<file path="src/rtl/tree_client_if.sv">
// Job intake, arbiter-leaf handshake and status signals of tree_client.
// master: upstream/arbiter side; slave: tree_client itself.
interface tree_client_if #(
  parameter int unsigned DEPTH = 4,
  parameter int unsigned LENW  = 4
);
  localparam int unsigned CW = $clog2(DEPTH) + 1;

  logic            job_valid;
  logic [LENW-1:0] job_len;
  logic            job_ready;
  logic [1:0]      ur;
  logic            ua;
  logic            done;
  logic            busy;
  logic [CW-1:0]   count;
  logic            err;

  modport master (
    output job_valid, job_len, ua,
    input  job_ready, ur, done, busy, count, err
  );

  modport slave (
    input  job_valid, job_len, ua,
    output job_ready, ur, done, busy, count, err
  );
endinterface

</file>
<file path="src/rtl/tree_client.sv">
// tree_client: queues jobs in a small FIFO and, per job, requests the arbiter
// leaf, holds the lock for max(job_len,1) cycles, then releases for one cycle.
module tree_client #(
  parameter int unsigned DEPTH = 4,
  parameter int unsigned LENW  = 4
) (
  input  logic         clk,
  input  logic         rst_n,
  tree_client_if.slave bus
);
  localparam int unsigned AW = $clog2(DEPTH);
  localparam int unsigned CW = AW + 1;

  typedef enum logic [1:0] {
    IDLE    = 2'd0,
    REQUEST = 2'd1,
    LOCK    = 2'd2,
    RELEASE = 2'd3
  } state_t;

  state_t          state;
  state_t          state_nx;
  logic [LENW-1:0] mem [DEPTH];
  logic [AW-1:0]   wptr;
  logic [AW-1:0]   rptr;
  logic [CW-1:0]   count;
  logic [LENW-1:0] hold;
  logic [LENW-1:0] head_len;
  logic            err;
  logic            job_ready;
  logic            push;
  logic            pop;

  // FIFO handshake; job_ready comes from the registered count only
  always_comb begin
    job_ready = (count < CW'(DEPTH));
    push      = bus.job_valid && job_ready;
    pop       = (state == REQUEST) && bus.ua;
    head_len  = mem[rptr];
  end

  // Job FIFO storage, pointers (wrap naturally at power-of-two depth) and occupancy
  always_ff @(posedge clk or negedge rst_n) begin
    if (!rst_n) begin
      for (int unsigned i = 0; i < DEPTH; i++) mem[i] <= '0;
      wptr  <= '0;
      rptr  <= '0;
      count <= '0;
    end else begin
      if (push) begin
        mem[wptr] <= bus.job_len;
        wptr      <= wptr + AW'(1);
      end
      if (pop) rptr <= rptr + AW'(1);
      if (push && !pop)      count <= count + CW'(1);
      else if (pop && !push) count <= count - CW'(1);
    end
  end

  // Hold counter: loaded with max(len,1) at lock entry, counts down in LOCK, floors at 0
  always_ff @(posedge clk or negedge rst_n) begin
    if (!rst_n) begin
      hold <= '0;
    end else if (pop) begin
      hold <= (head_len == '0) ? LENW'(1) : head_len;
    end else if ((state == LOCK) && (hold != '0)) begin
      hold <= hold - LENW'(1);
    end
  end

  // Sticky protocol error: grant seen outside REQUEST
  always_ff @(posedge clk or negedge rst_n) begin
    if (!rst_n)                             err <= 1'b0;
    else if (bus.ua && (state != REQUEST))  err <= 1'b1;
  end

  // FSM state register
  always_ff @(posedge clk or negedge rst_n) begin
    if (!rst_n) state <= IDLE;
    else        state <= state_nx;
  end

  // FSM next-state logic; RELEASE always returns to IDLE so IDLE separates jobs
  always_comb begin
    state_nx = state;
    case (state)
      IDLE:    if (count != '0) state_nx = REQUEST;
      REQUEST: if (bus.ua) state_nx = LOCK;
      LOCK:    if (hold <= LENW'(1)) state_nx = RELEASE;
      RELEASE: state_nx = IDLE;
      default: state_nx = IDLE;
    endcase
  end

  // Outputs: ur and done decode the state register directly
  always_comb begin
    bus.ur        = state;
    bus.done      = (state == RELEASE);
    bus.busy      = (state != IDLE) || (count != '0);
    bus.count     = count;
    bus.err       = err;
    bus.job_ready = job_ready;
  end
endmodule

</file>
<file path="src/flat_wrapper.sv">
// flat-port wrapper written by rule: the top's interface ports become plain ports
module tree_client_flat 
#(
  parameter int unsigned DEPTH = 4,
  parameter int unsigned LENW  = 4
)
  (clk, rst_n, bus_job_valid, bus_job_len, bus_ua, bus_job_ready, bus_ur, bus_done, bus_busy, bus_count, bus_err);
  tree_client_if #(.DEPTH(DEPTH), .LENW(LENW)) bus_i ();
  input  logic clk;
  input  logic rst_n;
  input wire logic [$bits(bus_i.job_valid)-1:0] bus_job_valid;
  input wire logic [$bits(bus_i.job_len)-1:0] bus_job_len;
  input wire logic [$bits(bus_i.ua)-1:0] bus_ua;
  output wire logic [$bits(bus_i.job_ready)-1:0] bus_job_ready;
  output wire logic [$bits(bus_i.ur)-1:0] bus_ur;
  output wire logic [$bits(bus_i.done)-1:0] bus_done;
  output wire logic [$bits(bus_i.busy)-1:0] bus_busy;
  output wire logic [$bits(bus_i.count)-1:0] bus_count;
  output wire logic [$bits(bus_i.err)-1:0] bus_err;
  assign bus_i.job_valid = bus_job_valid;
  assign bus_i.job_len = bus_job_len;
  assign bus_i.ua = bus_ua;
  assign bus_job_ready = bus_i.job_ready;
  assign bus_ur = bus_i.ur;
  assign bus_done = bus_i.done;
  assign bus_busy = bus_i.busy;
  assign bus_count = bus_i.count;
  assign bus_err = bus_i.err;
  tree_client #(.DEPTH(DEPTH), .LENW(LENW)) u_core (.clk(clk), .rst_n(rst_n), .bus(bus_i));
endmodule
</file>
<file path="config.mk">
export PLATFORM = sky130hd
export DESIGN_NAME = tree_client_flat
export DESIGN_NICKNAME = d
export VERILOG_FILES = /design/src/rtl/tree_client_if.sv /design/src/rtl/tree_client.sv /design/src/flat_wrapper.sv
export SDC_FILE = /design/constraint.sdc
export NUM_CORES = 1
export LEC_CHECK = 0
export CAP_MARGIN = 40
export CELL_PAD_IN_SITES_DETAIL_PLACEMENT = 0
export CELL_PAD_IN_SITES_GLOBAL_PLACEMENT = 1
export CORE_AREA = 5 5 73 75
export CTS_CLUSTER_SIZE = 24
export DETAILED_ROUTE_END_ITERATION = 8
export DIE_AREA = 0 0 78 80
export DONT_BUFFER_PORTS = 1
export HOLD_SLACK_MARGIN = 0.08
export PLACE_DENSITY_LB_ADDON = 0.1
export SYNTH_ARGS = -nofsm -noshare
export SYNTH_HDL_FRONTEND = slang
export SYNTH_SLANG_ARGS = --single-unit
export TNS_END_PERCENT = 100
</file>
<file path="constraint.sdc">
create_clock -name clk -period 1.9 [get_ports clk]
set_input_delay 0.19 -clock clk [delete_from_list [all_inputs] [get_ports clk]]
set_output_delay 0.19 -clock clk [all_outputs]
set_load 0.02 [all_outputs]
</file>
Word level (Yosys, flattened, before mapping)
Cells that the tools add are included.

Flip-flop bits (word level): 30. Output and inout bits: 9.

Multiplexer cells: 15. Bitwise gates (word level): 2. Reductions and logical operators: 18. $lt $le $gt $ge: 5. Add/sub/neg operators: 5. Eq/ne operators: 7.

Operators by type and width (count): 4-bit 2-to-1 mux (6); 16-bit bitwise mux (1); 4-bit binary-select mux with 2-bit select (1); 4-bit demux with 2-bit select (1); 2-bit one-hot mux with 4 select lines (1); 1-bit logical AND (7); 3-bit greater-or-equal comparator (second input constant) (2); 2-bit 2-to-1 mux (3); 3-bit 2-to-1 mux (2); 2-bit inverter with 3-bit output (2); 2-bit nonzero test (3); 2-bit by 1-bit adder with 2-bit output (second input constant) (2); 2-bit == test (second input constant) (2); 4-bit by 1-bit less-or-equal comparator with 1-bit output (second input constant) (1); 4-bit logical NOT (1); 2-bit by 1-bit inequality test with 1-bit output (second input constant) (2); 2-bit inequality test (second input constant) (2); 4-bit nonzero test (1); 4-bit by 1-bit subtractor with 4-bit output (second input constant) (1); 3-bit by 1-bit adder with 3-bit output (second input constant) (1); 3-bit by 1-bit < comparator with 1-bit output (second input constant) (1); 3-bit < comparator (second input constant) (1); 3-bit AND reduction (1); 3-bit nonzero test (1); other kinds (5) (6).

Longest topological paths before layout
Gate-level depths: netlist of the first run.

Depth after elaboration: 7. Gate-level depth with buffers: 9. Gate-level depth less buffers: 9.

Worst setup path after synthesis of the first run
OpenSTA, ideal clock, no wires.

Path kind: register -> register. Start: register u_core.state[1] (netlist: u_core.bus.ur[1]). End: register u_core.count[2] (netlist: u_core.bus.count[2]). Cell stages (with the launch flop): 10. Library setup time: 80 ps. Period minus slack after synthesis: 2028 ps. Arrival time: 1948 ps. Required time: 1820 ps. Path slack: -128 ps. Cells stage by stage: dfrtp_1 inv_1 ha_1 nand2_2 ha_1 inv_1 fa_1 xor2_1 nor2_1 xnor2_1.

Word-level cells in the longest chain between the ends: 5. Elaborated cells on any way between the ends: 7. Classes of those cells: eq/ne: 1; mux: 1; reduce/logical: 5.

Ends and longest elaborated chain: start: declaration (RTL line tree_client.sv:21) `state_t state;`; start signal: assignment (RTL line tree_client.sv:80) `else state <= state_nx;`; 2-bit by 1-bit == test with 1-bit output (*) (RTL line tree_client.sv:38) `pop = (state == REQUEST) && bus.ua;`; 1-bit logical AND (*) (RTL line tree_client.sv:38); 1-bit logical NOT (RTL line tree_client.sv:55) `if (push && !pop) count <= count + CW'(1);`; 1-bit logical AND (RTL line tree_client.sv:55); 3-bit 2-to-1 mux or 2-bit nonzero test (tied branches); end signal: assignment (RTL line tree_client.sv:55); end signal: assignment (RTL line tree_client.sv:56) `else if (pop && !push) count <= count - CW'(1);`; end: declaration (RTL line tree_client.sv:26) `logic [CW-1:0] count;`.

Every way passes the cells marked *; elsewhere a longest branch is shown, timed or not. A chain may end at the register's enable or synchronous reset.

Worst setup path after layout of the first run
Start: register u_core.state[0] (netlist: u_core.bus.ur[0]). End: output bus_busy.

Word-level cells in the longest chain between the ends: 2.

Ends and longest elaborated chain: 2-bit nonzero test (RTL line tree_client.sv:99) `bus.busy = (state != IDLE) || (count != '0);`; 1-bit logical OR (RTL line tree_client.sv:99); end: declaration (RTL line flat_wrapper.sv:17) `output wire logic [$bits(bus_i.busy)-1:0] bus_busy;`.

Every way passes these cells.

==> run metrics, run 1 <==
RSZ-0062 raised after global routing false; Pwr Total 3070 uW; Reg clk slew, reported paths 60 ps; post_cts resized 0; Reg2Reg Depth 7; # diodes 0; hold_ws 190 ps; Yosys reg bits 30; Port Buf Inserts 0; syn_area_per_cell 13.0 um2; Startpoint Class register; global-route wire length before repair 5020 um; hold path endpoint u_core.bus.ur[0]; synthesized cell area 0.00155 mm2; FMAX 0.549 GHz; WP data arrival 1630 ps; Die Area 0.00624 mm2; r2r endpoint u_core.bus.count[1]; Final Hold Fails 0; Hold Crit Class in -> reg; Worst Setup End Kind output pin; worst-path fanout max 4; routability cong. 0.674; Setup Buffers After CTS 0; num rows 25; max cap viols 0; Clk Latency, worst-skew pair 280 ps; Die Y 80 um; initial core utilization 33.7%; drt total wl 2750 um; met3 Use GR 3.95%; final period utilization 95.8%; layout cells sized above 1 20.7%; Syn Nets 141; Yosys cell types 27; pwr dens 1670 mW/mm2; r2r setup slk 100 ps; Die X 78 um; Vias/cell 4.76; hpwl dp 2090 um; post-synthesis cell count 119; Slew Viols, Final 0; min-delay src bus_ua; Area Overhead vs Synth 18.2%; Period minus WS final 1820 ps; Pre-antenna DRT Iters 4; Lkg Pwr 0.000814 uW; status finished, final reports clean; Worst Path Required 1710 ps; DR WL/cell 14.2 um; Detail Route Antenna Nets 0; routing usage on met2 16.8%; relative slew slack 75.5%; post-synthesis sequential area ratio 48.4%; initial antenna violation count 0; CTS Buffer Depth 2; Num CTS Buffers 5; vias in the first global route 1031; largest net degree at the start of global routing 31; CTS tree done; worst slew pin tran 364 ps; drc violations 0; Finished Core Util 39.9%; WHS Path Cells 2; final setup vio count 0; initial DRC count 25; Boundary Pins 17; FF-to-FF Start u_core.bus.ur[1]; fin area 0.00183 mm2; crit path kind reg -> out; gr ovfl total 0; setup TNS 0 ps; Global Route Usage Sum 10.5%; grt met1 use 12.7%; most utilized layer in the global route result met2; CTS H-tree depth 2; Core ar. 0.00460 mm2; placed cell areas 0.00167 mm2; DR vias 924; yosys warns 0; root buffer cell clkbuf_8; CTS Sinks 30; VDD IR max 0.000523 V; clk_skew 7.20 ps; fin nets 161
-- per-layer routing --
layer / vias to the layer above / share of wire (%)
met5: - / 0
met4: 0 / 1.9
met3: 6 / 4.5
met2: 15 / 49
met1: 457 / 45
li1: 446 / -
-- worst max path at each step --
stage | from | to | slack [ps]
final | u_core.bus.ur[0] | bus_busy | 80
after global routing | u_core.bus.ur[0] | bus_busy | 5
after CTS | u_core.bus.ur[0] | bus_busy | 60
after detailed placement | u_core.bus.ur[1] | u_core.bus.count[1] | 100
after global placement | u_core.bus.ur[1] | u_core.bus.count[1] | 130
after floorplan | u_core.bus.ur[1] | u_core.bus.count[1] | 10
-- repair_timing --
action | 4_1_cts | 5_1_grt
setup endpoints to repair | 0 | 0
endpoints found under the hold margin | 47 | 0
hold buffers | 7 | 0
-- worst max-delay path: stages, from the launching register on --
cell	delay, ps
dfrtp_1	400
inv_1	130
ha_1	180
or4b_4	470
buf_4	170
-- per-stage QoR --
stage | cells | setup WS, ps
2_1_floorplan | 119 | 14.6
3_3_place_gp | 179 | 135
3_5_place_dp | 179 | 101
4_1_cts | 194 | 57.5
5_1_grt | 194 | 5.40
6_report | 194 | 79.6
-- final cells by class --
class,count,area [um2]
multi-input combinational,77,753
fill,442,2770
clock buffer,6,72.6
tap,54,67.6
inverter,10,37.5
clock inverter,2,10.0
timing repair buffer,15,140
sequential,30,752
-- cell families (layout without fill, tap and decap cells) --
family	count (synthesis)	in the layout	synth area share (%)
adder cells (fa/ha/maj)	14	14	11.8
flip-flops	30	30	48.4
XOR/XNOR	9	9	5.09
multiplexers	24	24	20.3
AND/OR/NAND/NOR	22	22	7.35
buffers and inverters	12	33	3.47
AO/OA/AOI/OAI	8	8	3.63
-- cells in the mapped netlist --
| cell | number | share of area [%] |
|---|---|---|
| mux2i_1 | 1 | 0.65 |
| a21oi_2 | 1 | 0.57 |
| nand3_1 | 2 | 0.65 |
| inv_2 | 1 | 0.24 |
| o211ai_2 | 1 | 0.81 |
| xnor2_1 | 6 | 3.4 |
| o31ai_1 | 1 | 0.48 |
| buf_6 | 1 | 0.73 |
| nand2_2 | 1 | 0.40 |
| xor2_1 | 3 | 1.7 |
| mux4_2 | 4 | 5.8 |
| mux2_1 | 19 | 14 |
| a21o_1 | 1 | 0.48 |
| buf_2 | 1 | 0.32 |
| or4b_4 | 1 | 0.89 |
| nor2b_1 | 1 | 0.40 |
| ha_1 | 13 | 10 |
| a21oi_1 | 2 | 0.65 |
| inv_1 | 9 | 2.2 |
| nor3_2 | 1 | 0.65 |
| or3b_1 | 1 | 0.57 |
| nor3_1 | 2 | 0.65 |
| nand2_1 | 8 | 1.9 |
| o21ai_1 | 2 | 0.65 |
| nor2_1 | 5 | 1.2 |
| dfrtp_1 | 30 | 48 |
| fa_1 | 1 | 1.3 |
-- placed cells by master (no fill, tap or decap), types with 2 or more instances in the layout --
cell type,instances
a21oi_1,2
buf_4,8
clkbuf_8,5
clkinv_2,2
dfrtp_1,29
dlygate4sd3_1,6
ha_1,12
inv_1,8
inv_2,2
mux2_1,19
mux4_2,4
nand2_1,8
nand3_1,2
nor2_1,5
nor3_1,2
o21ai_1,2
xnor2_1,6
xor2_1,3
-- flip-flops by register name (all words and copies together) (netlist names) --
register          count
u_core.mem           16
u_core.hold           4
u_core.bus.count      3
u_core.bus.ur         2
u_core.rptr           2
u_core.wptr           2
u_core.bus.err        1
-- report_power, final --
group          switching [uW]  leakage, uW  total [uW]  internal [uW]
combinational             703     0.000416        1410            703
clock                     224    0.0000450         477            253
sequential                218     0.000353        1180            967
total                    1140     0.000814        3070           1920
No activity file was read; power rests on OpenSTA's default activity.
==> run 2, diff against run 1 <==
GPL_TIMING_DRIVEN = 1   (was unset)
clock period = 1.7 ns   (was 1.9 ns; I/O delays follow)
==> run metrics, run 2 (synthesized netlist as in run 1, its figures left out) <==
Boundary Pins 17; failing checks negative setup slack; Net Switching 1400 uW; CP most frequent cell ha_4; Period minus WS final 1720 ps; Slew Viols, Final 0; cell-internal power 2430 uW; max cap viols 0; vias in the first global route 971; power share of the clock group 15.4%; Vias/cell 4.61; gr ovfl total 0; VDD IR max 0.000672 V; routability cong. 0.715; Die Area 0.00624 mm2; fin area 0.00197 mm2; r2r setup slk -20 ps; worst-path fanout max 3; Critical Path End u_core.bus.count[1]; final setup vio count 2; Worst Setup End Kind register; Num CTS Buffers 5; switching share of power 36.6%; worst-path cell chain inv_4 > ha_4 > nand2_8 > ha_4 > inv_2 > fa_2 > mux2_4; Hold Crit Class in -> reg; Lkg Pwr 0.000857 uW; Area Overhead vs Synth 27.1%; final setup margin -22.8 ps; Reg2Reg Depth 7; CTS H-tree depth 2; Die X 78 um; Final Hold Fails 0; initial DRC count 12; CP max stage cell dfrtp_2; Pre-antenna DRT Iters 3; Worst Path Required 1860 ps; crit path kind reg -> reg; clk_skew 4.13 ps; FF-to-FF Start u_core.bus.ur[1]; Max stage delay on crit path 420 ps; DR vias 926; Detail Route Antenna Nets 0; hpwl dp 2130 um; Die Y 80 um; power share of the sequential group 35.0%; drt total wl 2900 um; layout cells sized above 1 34.7%; most frequent cells in the layout 28 x dfrtp_1, 17 x mux2_1, 14 x buf_4; combinational share of power 49.6%; drc violations 0; Pwr Total 3830 uW; Startpoint Class register; dpl cells 183; r2r endpoint u_core.bus.count[1]; num rows 25; Port Buf Inserts 0; Core ar. 0.00460 mm2; global-route wire length before repair 4950 um; pwr dens 1940 mW/mm2; # diodes 0; setup TNS -37.4 ps; final cell count without fillers 201; CTS tree done; root buffer cell clkbuf_8; CTS Sinks 30; most common cell after layout, fill and taps aside dfrtp_1; number of flip-flops in the largest register 16; final period utilization 101%; CP startpoint u_core.bus.ur[1]; DR WL/cell 14.4 um; CTS Buffer Depth 2; hold_ws 190 ps; WP data arrival 1880 ps; relative slew slack 77.6%; placed cell areas 0.00174 mm2; Clk Latency, worst-skew pair 280 ps; status complete, but fails checks; Top Registers u_core.mem (16), u_core.hold (4), u_core.bus.count (3); Global Route Usage Sum 10.3%; Reg clk slew, reported paths 60 ps; FMAX 0.580 GHz; initial core utilization 33.7%; initial antenna violation count 0; largest net degree at the start of global routing 31; fin nets 168; RSZ-0062 raised after global routing true; Biggest register u_core.mem; worst slew pin tran 336 ps
-- run 2: cell types whose count changed in the layout (fill, tap and decap cells not counted), sizes merged --
cell | previous run | this run
buf | 9 | 16
clkbuf | 6 | 7
clkinv | 2 | 1
-- run 2: power by group through the flow --
stage / Sequential (uW) / Clock, uW / Combinational, uW
6_report: 1340 / 589 / 1900
5_1_grt: 1390 / 645 / 2110
4_1_cts: 1350 / 613 / 1850
3_5_place_dp: 1350 / 0 / 1730
3_3_place_gp: 1340 / 0 / 1700
2_1_floorplan: 1380 / 0 / 1240
-- run 2: layout make-up --
type	count	area, um2
inverter	10	40.0
multi-input combinational	77	822
timing repair buffer	22	196
sequential	30	753
clock inverter	1	5.00
clock buffer	7	86.3
tap	54	67.6
fill	430	2630
-- run 2: worst min-delay path by stage --
stage | startpoint | endpoint | slack, ps | depth (start not counted)
3_3_place_gp | rst_n | u_core.mem[5] | -120 | 0
2_1_floorplan | rst_n | u_core.bus.count[0] | -130 | 0
3_5_place_dp | rst_n | u_core.mem[5] | -120 | 0
5_1_grt | bus_ua | u_core.bus.count[0] | 200 | 3
4_1_cts | bus_ua | u_core.bus.count[0] | 180 | 3
6_report | bus_ua | u_core.bus.count[0] | 190 | 3
-- run 2: routing by layer --
layer  GRT usage, %  part of all wire, %  vias up
met1           13.3                   46      452
met4           2.53                    0        0
met3           3.72                  3.9        0
met2           16.4                   50       12
met5              0                    0        -
li1               -                    -      462
-- run 2: repair_timing --
item / in CTS / in global routing
buffers inserted: 2 / 1
hold buffers: 7 / 0
hold endpoints to repair: 47 / 0
pin swaps: 1 / 6
gates resized for setup: 6 / 7
setup endpoints to repair: 4 / 7
-- run 2: critical path: cells and delay by family, from the launching register on --
| kind | cells | cell delay, ps |
|---|---|---|
| fa+ha+maj | 3 | 730 |
| buf+inv | 2 | 140 |
| flops | 1 | 420 |
| mux | 1 | 270 |
| simple gates | 1 | 50 |
-- run 2: per-stage QoR --
stage	utilization [%]	setup WS [ps]
finish	42.9	-22.8
global route	42.9	-79.5
CTS	42.3	-17.8
detailed placement	37.8	7.05
global placement	37.8	15.8
floorplan	-	-70.3
